## config.mk

```make
export PLATFORM = sky130hd
export DESIGN_NAME = int2fp_conv_flat
export DESIGN_NICKNAME = d
export VERILOG_FILES = /design/src/rtl/int2fp_pkg.sv /design/src/rtl/int2fp_if.sv /design/src/rtl/int2fp_round_pack.sv /design/src/rtl/int2fp_conv.sv /design/src/flat_wrapper.sv
export SDC_FILE = /design/constraint.sdc
export NUM_CORES = 1
export LEC_CHECK = 0
export BUFFER_PORTS_ARGS = -buffer_cell sky130_fd_sc_hd__buf_2
export CORE_MARGIN = 4
export CORE_UTILIZATION = 45
export DETAILED_ROUTE_END_ITERATION = 10
export GPL_ROUTABILITY_DRIVEN = 0
export GPL_TIMING_DRIVEN = 0
export PLACE_DENSITY_LB_ADDON = 0.3
export SKIP_CTS_REPAIR_TIMING = 1
export SLEW_MARGIN = 5
export SYNTH_ARGS = -nofsm -noshare
export SYNTH_HDL_FRONTEND = slang
export SYNTH_SLANG_ARGS = --single-unit
```

## constraint.sdc

```tcl
create_clock -name clk -period 3.6 [get_ports clk]
set_input_delay 0.72 -clock clk [delete_from_list [all_inputs] [get_ports clk]]
set_output_delay 0.72 -clock clk [all_outputs]
set_load 0.02 [all_outputs]
```

## src/rtl/int2fp_pkg.sv

```systemverilog
// int2fp_pkg: shared state type and width helpers for the integer-to-float converter
package int2fp_pkg;
  typedef enum logic [2:0] {IDLE, ABS, NORM, PACK, DONE} int2fp_state_t;
  function automatic int int2fp_bias(input int exp_w);
    return (1 << (exp_w - 1)) - 1;
  endfunction
  function automatic int int2fp_out_w(input int exp_w, input int man_w);
    return 1 + exp_w + man_w;
  endfunction
endpackage

```

## src/rtl/int2fp_if.sv

```systemverilog
// int2fp_if: integer-in / float-out valid-ready channels
interface int2fp_if #(parameter int IN_W = 16, parameter int OUT_W = 16);
  logic in_valid, in_ready, out_valid, out_ready, out_overflow, out_inexact;
  logic [IN_W-1:0] in_data;
  logic [OUT_W-1:0] out_data;
  modport master (output in_valid, in_data, out_ready, input in_ready, out_valid, out_data, out_overflow, out_inexact);
  modport slave (input in_valid, in_data, out_ready, output in_ready, out_valid, out_data, out_overflow, out_inexact);
endinterface

```

## src/rtl/int2fp_round_pack.sv

```systemverilog
// int2fp_round_pack: rounds a normalised magnitude and packs sign/exponent/fraction; INT2FP_ROUND_NEAREST_EN selects RNE over truncation
module int2fp_round_pack
  import int2fp_pkg::*;
#(
  parameter int IN_W = 16,
  parameter int EXP_W = 5,
  parameter int MAN_W = 10,
  parameter int SH_W = 4,
  localparam int OUT_W = int2fp_out_w(EXP_W, MAN_W)
) (
  input  logic             sign,
  input  logic [IN_W-1:0]  mag,
  input  logic [SH_W-1:0]  sh,
  input  logic             zero,
  output logic [OUT_W-1:0] data,
  output logic             overflow,
  output logic             inexact
);
  localparam int BIAS = int2fp_bias(EXP_W);
  localparam int EXT_W = IN_W + MAN_W + 1;
  logic [EXT_W-1:0] ext;
  logic [MAN_W-1:0] frac;
  logic [MAN_W:0] frac_r;
  logic lead, g, s, inc;
  logic [31:0] exp_b;
  // ext holds the hidden-bit-stripped magnitude above MAN_W+2 zeros so guard/sticky always exist
  always_comb begin
    lead = mag[IN_W-1] & ~zero;
    ext = {mag[IN_W-2:0], {(MAN_W + 2){1'b0}}};
    frac = ext[EXT_W-1 -: MAN_W];
    g = ext[IN_W];
    s = |ext[IN_W-1:0];
`ifdef INT2FP_ROUND_NEAREST_EN
    inc = g & (s | frac[0]);
`else
    inc = 1'b0;
`endif
    frac_r = {1'b0, frac} + {{MAN_W{1'b0}}, inc};
    exp_b = 32'(IN_W - 1 + BIAS) - 32'(sh) + 32'(frac_r[MAN_W]);
    overflow = lead & (exp_b >= 32'((1 << EXP_W) - 1));
    inexact = lead & (overflow | g | s);
    data = !lead ? '0 : overflow ? {sign, {EXP_W{1'b1}}, {MAN_W{1'b0}}} : {sign, exp_b[EXP_W-1:0], frac_r[MAN_W-1:0]};
  end
endmodule

```

## src/rtl/int2fp_conv.sv

```systemverilog
// int2fp_conv: multi-cycle integer to IEEE-754 converter with serial normalisation; rounding mode set by INT2FP_ROUND_NEAREST_EN
module int2fp_conv
  import int2fp_pkg::*;
#(
  parameter int IN_W = 16,
  parameter int SIGNED = 1,
  parameter int EXP_W = 5,
  parameter int MAN_W = 10
) (
  input logic     clk,
  input logic     reset,
  int2fp_if.slave bus
);
  localparam int SH_W = $clog2(IN_W);
  localparam int OUT_W = int2fp_out_w(EXP_W, MAN_W);
  int2fp_state_t state;
  logic [IN_W-1:0] in_q, mag;
  logic [SH_W-1:0] sh;
  logic sign, zero, neg, pk_ovf, pk_inx;
  logic [OUT_W-1:0] pk_data;
  assign neg = (SIGNED != 0) && in_q[IN_W-1];
  assign bus.in_ready = state == IDLE;
  int2fp_round_pack #(.IN_W(IN_W), .EXP_W(EXP_W), .MAN_W(MAN_W), .SH_W(SH_W)) u_round_pack (
    .sign, .mag, .sh, .zero, .data(pk_data), .overflow(pk_ovf), .inexact(pk_inx)
  );
  always_ff @(posedge clk)
    if (reset) begin
      state <= IDLE;
      bus.out_valid <= 1'b0;
      bus.out_data <= '0;
      bus.out_overflow <= 1'b0;
      bus.out_inexact <= 1'b0;
    end else
      case (state)
        IDLE: if (bus.in_valid) begin
          in_q <= bus.in_data;
          state <= ABS;
        end
        ABS: begin
          sign <= neg;
          mag <= neg ? -in_q : in_q;
          sh <= '0;
          zero <= in_q == '0;
          state <= in_q == '0 ? PACK : NORM;
        end
        NORM: if (mag[IN_W-1]) state <= PACK;
          else begin
            mag <= mag << 1;
            sh <= sh + 1'b1;
          end
        PACK: begin
          bus.out_data <= pk_data;
          bus.out_overflow <= pk_ovf;
          bus.out_inexact <= pk_inx;
          bus.out_valid <= 1'b1;
          state <= DONE;
        end
        DONE: if (bus.out_ready) begin
          bus.out_valid <= 1'b0;
          state <= IDLE;
        end
        default: state <= IDLE;
      endcase
endmodule

```

## src/flat_wrapper.sv

```systemverilog
// flat-port wrapper written by rule: the top's interface ports become plain ports
module int2fp_conv_flat import int2fp_pkg::*;
#(
  parameter int IN_W = 16,
  parameter int SIGNED = 1,
  parameter int EXP_W = 5,
  parameter int MAN_W = 10
)
  (clk, reset, bus_in_valid, bus_in_data, bus_out_ready, bus_in_ready, bus_out_valid, bus_out_data, bus_out_overflow, bus_out_inexact);
  int2fp_if #(.IN_W(IN_W), .OUT_W(16)) bus_i ();
  input logic clk;
  input logic reset;
  input wire logic [$bits(bus_i.in_valid)-1:0] bus_in_valid;
  input wire logic [$bits(bus_i.in_data)-1:0] bus_in_data;
  input wire logic [$bits(bus_i.out_ready)-1:0] bus_out_ready;
  output wire logic [$bits(bus_i.in_ready)-1:0] bus_in_ready;
  output wire logic [$bits(bus_i.out_valid)-1:0] bus_out_valid;
  output wire logic [$bits(bus_i.out_data)-1:0] bus_out_data;
  output wire logic [$bits(bus_i.out_overflow)-1:0] bus_out_overflow;
  output wire logic [$bits(bus_i.out_inexact)-1:0] bus_out_inexact;
  assign bus_i.in_valid = bus_in_valid;
  assign bus_i.in_data = bus_in_data;
  assign bus_i.out_ready = bus_out_ready;
  assign bus_in_ready = bus_i.in_ready;
  assign bus_out_valid = bus_i.out_valid;
  assign bus_out_data = bus_i.out_data;
  assign bus_out_overflow = bus_i.out_overflow;
  assign bus_out_inexact = bus_i.out_inexact;
  int2fp_conv #(.IN_W(IN_W), .SIGNED(SIGNED), .EXP_W(EXP_W), .MAN_W(MAN_W)) u_core (.clk(clk), .reset(reset), .bus(bus_i));
endmodule
```

* Yosys cells after proc, flatten, opt, wreduce, memory -nomap -nowiden *
Index checks and enable logic that the tools add are counted.

storage, ports and cells
  register bits = 60
  output and inout port bits = 20
  logic and storage cells = 55

cells by class
  add/sub/neg operators = 3
  magnitude comparators = 1
  eq/ne operators = 8
  multiplexer cells = 14
  bitwise operators = 7
  reductions and logical operators = 11

operators by type and width
  kind                                                                 number
  2-to-1 mux 16 bit                                                    3
  greater-or-equal comparator 32 x 5 -> 1 bit (second input constant)  1
  one-hot mux 16 bit (2 select lines)                                  1
  logical NOT 16 bit                                                   1
  negator 16 bit                                                       1
  2-to-1 mux 15 bit                                                    1
  one-hot mux 3 bit (5 select lines)                                   1
  2-to-1 mux 3 bit                                                     3
  AND reduction 3 bit                                                  3
  one-hot mux 4 bit (2 select lines)                                   1
  == test 3 x 2 -> 1 bit (second input constant)                       2
  inequality test 2 bit (second input constant)                        3
  AND reduction 2 bit                                                  3
  subtractor 5 x 4 -> 6 bit (first input constant)                     1
  adder 4 x 1 -> 4 bit (second input constant)                         1
  2-to-1 mux 4 bit                                                     1
  nonzero test 2 bit                                                   2
  OR reduction 4 bit                                                   1
  bitwise AND 1 bit                                                    3
  == test 3 x 1 -> 1 bit (second input constant)                       1
  == test 3 bit (second input constant)                                1
  logical NOT 3 bit                                                    1
  2-to-1 mux 1 bit                                                     2
  inequality test 2 x 1 -> 1 bit (second input constant)               1
  other kinds (3)                                                      5

* Depth between registers and ports, before layout *
  depth after elaboration = 6
  gate-level depth with buffers = 7
  depth with buffers taken out = 7

* Hierarchy *
Synthesis repeated with hierarchy kept, for this count alone.

unflattened totals
  cells, all modules = 275
  area total of the unflattened synthesis = 2821.5 µm²

by module, submodules not included
  module             instances  cells an instance  area each (µm²)  sequential area each (µm²)
  int2fp_conv        1          246                2623.8           1581.5
  int2fp_round_pack  1          29                 197.7            0.0

* Least setup slack after synthesis *
Ideal clock, no wire load.

  path type = input -> register
  from = in reset
  to = reg u_core.mag[0] (enable)
  setup time = 0.424 ns
  arrival time = 2.636 ns
  required time = 3.176 ns
  slack = 0.540 ns
  stages on the path = 3
  buffers on the path = 1
  cell sequence = clkbuf_1 -> nor3_1 -> a21boi_0

on the way
  longest elaborated chain between the ends = 2

RTL lines
  element                               line                source
  start, declared                       flat_wrapper.sv:12  input logic reset;
  NOT 1 bit (no source line)            --
  AND reduction 3 bit (no source line)  --
  end signal, assigned                  int2fp_conv.sv:41   mag <= neg ? -in_q : in_q;
  end signal, assigned                  int2fp_conv.sv:48   mag <= mag << 1;
  end, declared                         int2fp_conv.sv:17   logic [IN_W-1:0] in_q, mag;

Every way passes these cells.
A chain may end at the register's enable or synchronous reset.

* Worst setup path after layout *
  from = reg u_core.in_q[1]
  to = reg u_core.mag[9] (data pin)

on the way
  longest elaborated chain between the ends = 3

RTL lines
  element                              line               source
  start, declared                      int2fp_conv.sv:17
  start signal, assigned               int2fp_conv.sv:36  in_q <= bus.in_data;
  negator 16 bit                       int2fp_conv.sv:41
  2-to-1 mux 16 bit                    int2fp_conv.sv:41
  one-hot mux 16 bit (2 select lines)  int2fp_conv.sv:34  case (state)

Every way passes these cells.

==> run_results.csv <==
group,metric,value,unit
run_status,status,"complete, no violations",
floorplanning,die_y,83.8,um
power,ir_drop,0.346,mV
worst_hold_path,hold_end,"u_core.bus.out_data[10]",
clocking,clock_latency,0.33,ns
sta,period_share,60.5,%
floorplanning,initial_core_util,46.6,%
place,dp_hpwl,3480,um
setup_path,worstSetupStartpointType,"flop",
setup_path,rrSetupSlack,1.42,ns
floorplanning,core,0.00554,mm^2
sta,hold_violations,0,
drt,num_vias,1780,
logic_synthesis,synth-seq-cells,60,
power,switching_share,28.9,%
layout,final_common_cell,"buf_2",
sta,relSlewSlack,60.7,%
layout,nNetsFinal,289,
floorplanning,pin_count,40,
global_route,grt_antenna_before_repair,0,
sta,fmax,459,MHz
logic_synthesis,syn_nets,238,
setup_path,crit_arrival,2.24,ns
clocking,path_clk_slew,0.07,ns
place,pre_cts_ws,1.37,ns
place,placed_area,0.00290,mm^2
layout,syn2layout_area_growth,20.0,%
power,p_sw,551,uW
setup_path,rr_startpoint,"u_core.in_q[1]",
sta,tightest_slew,0.585,ns
sta,setup_viol,0,
power,powerDensity,615,mW/mm^2
setup_path,worstPathMaxFanout,5,
layout,final_cell_mix,"buf_2 (39), edfxtp_1 (38), a21oi_1 (22), dfxtp_1 (22), xor2_1 (13)",
logic_synthesis,ys.flop_type,"edfxtp_1",
setup_path,required,3.67,ns
logic_synthesis,avgSynthCellArea,12.0,um^2
layout,diodes,0,
worst_hold_path,min_path_type,"flop to flop",
setup_path,cp-end-kind,"flop",
clocking,cts_buffers,9,
global_route,grt_pass1_wl,8150,um
setup_path,cp_slowest_cell,"or4_4",
clocking,clock_path_buffers,2,
floorplanning,rows,27,
floorplanning,die_area,0.00702,mm^2
global_route,grt_overflow,0,
global_route,grtUsageTotal,14.6,%
logic_synthesis,syn_area,0.00258,mm^2
sta,rsz0062_at_grt,"no",
setup_path,r2r_end,"u_core.mag[9]",
drt,drt-wirelength-per-cell,13.6,um
setup_path,crit_chain,"or3_4 -> or4_4 -> o41ai_1 -> xor2_1 -> a21oi_1",
logic_synthesis,ys_types,39,
clocking,cts_root_buf,"clkbuf_8",
sta,post-route-min-period,2.18,ns
setup_path,slowest_delay,0.46,ns
clocking,cts_tree,"done",
logic_synthesis,synth-seq-area-share,61.2,%
power,clockPowerShare,30.9,%
power,combPwrFrac,19.8,%
drt,ant_nets,0,
drt,first_pass_iters,4,
power,p_int,1360,uW
drt,drt-initial-drc-count,119,
logic_synthesis,synth-edff-count,38,
layout,drive_gt1_share,24.4,%
clocking,htreeDepth,3,
floorplanning,die_w,83.8,um
layout,final_area,0.00310,mm^2
setup_path,reg2reg_depth,5,
place,io_buffers,38,
drt,route.detailed.drc,0,
global_route,grt_pass1_vias,1758,
sta,worst_slack,1.42,ns
layout,fillers,502,
run,cap_violations,0,
clocking,cts.sinks,60,
worst_hold_path,hp-start,"u_core.bus.out_data[10]",
sta,holdWs,0.453,ns
worst_hold_path,whs_path_depth,2,
power,seqPwrFrac,49.3,%
logic_synthesis,synth-async-reset-ratio,0,%
sta,finalMaxSlewViolations,0,
sta,fin_skew,0.00645,ns
global_route,grt_start_max_net_pins,16,
logic_synthesis,synthCells,215,
drt,via_per_inst,5.19,
power,leakagePower,0.00116,uW
setup_path,crit_type,"flop to flop",
drt,wl,4670,um
logic_synthesis,yosys_warnings,0,
[routing by layer]
metal | vias up | global-route usage [%] | wire [um]
li1 | 906 | - | -
met1 | 825 | 18.6 | 2190
met2 | 41 | 22.1 | 2170
met3 | 8 | 4.44 | 231
met4 | 0 | 7.89 | 78
met5 | - | 0 | 0
[worst max path at each step]
stage                          end           start  slack [ns]  cells after the start
floorplan            u_core.mag[0]           reset        0.54                      3
global placement    u_core.mag[11]           reset       -0.16                      3
detailed placement   u_core.mag[9]           reset        1.37                      4
CTS                  u_core.mag[9]  u_core.in_q[1]        1.42                      5
global route         u_core.mag[9]  u_core.in_q[1]        1.23                      5
finish               u_core.mag[9]  u_core.in_q[1]        1.42                      5
[metrics by stage]
stage,power (uW),utilization [%],TNS (ns),std cells
finish,1910,56.0,0,343
global placement,1310,51.7,-3.00,325
detailed placement,1340,52.3,0,327
floorplan,1220,-,0,215
global route,2020,56.0,0,343
CTS,1930,56.0,0,343
[kinds of logic after synthesis]
family          Yosys count  synth area share (%)
compound gates           59                  14.9
xor+xnor                 17                  5.76
fa+ha+maj                 3                  1.45
buf+inv                  17                  2.52
flops                    60                  61.2
mux                       1                 0.387
simple gates             58                  13.8
[cell type report]
type,count,area (um^2),area share (%)
inverter,6,22.5,0.726
buffer,11,42.5,1.37
sequential,60,1580,51.0
clock buffer,13,190,6.13
multi-input combinational,138,946,30.5
tap,72,90.1,2.90
clock inverter,3,16.3,0.524
timing repair buffer,40,213,6.86
[power by group through the flow]
| stage | combinational, uW | clock, uW | sequential (uW) |
|---|---|---|---|
| 5_1_grt | 427 | 642 | 954 |
| 6_report | 378 | 589 | 941 |
| 3_3_place_gp | 355 | 0 | 958 |
| 4_1_cts | 382 | 609 | 941 |
| 2_1_floorplan | 269 | 0 | 946 |
| 3_5_place_dp | 380 | 0 | 956 |
[sequential cells by signal, summed over array words and instances, names as in the netlist]
register                 count
u_core.zero                  1
u_core.bus.out_inexact       1
u_core.sign                  1
u_core.bus.out_data         16
u_core.mag                  16
u_core.bus.out_overflow      1
u_core.bus.out_valid         1
u_core.state                 3
u_core.in_q                 16
u_core.sh                    4
[synth_stat cells, types with 5 or more instances]
cell type | n | area, um^2
edfxtp_1 | 38 | 1140
nor2_1 | 12 | 45.0
a22oi_1 | 5 | 37.5
clkbuf_1 | 9 | 33.8
o21ai_0 | 11 | 55.1
a21oi_1 | 22 | 110
inv_1 | 6 | 22.5
dfxtp_1 | 22 | 440
nand2_1 | 7 | 26.3
nor3_1 | 8 | 40.0
nand3_1 | 10 | 50.1
a22o_1 | 10 | 87.6
xor2_1 | 13 | 114
[critical path, delay by kind of cell, from the launching register on]
kind             cells  cell delay (ns)
AND/OR/NAND/NOR      2             0.86
AO/OA/AOI/OAI        2             0.41
XOR/XNOR             1             0.24
flip-flops           1             0.40
Note: power is estimated with default switching activity, not from simulation.
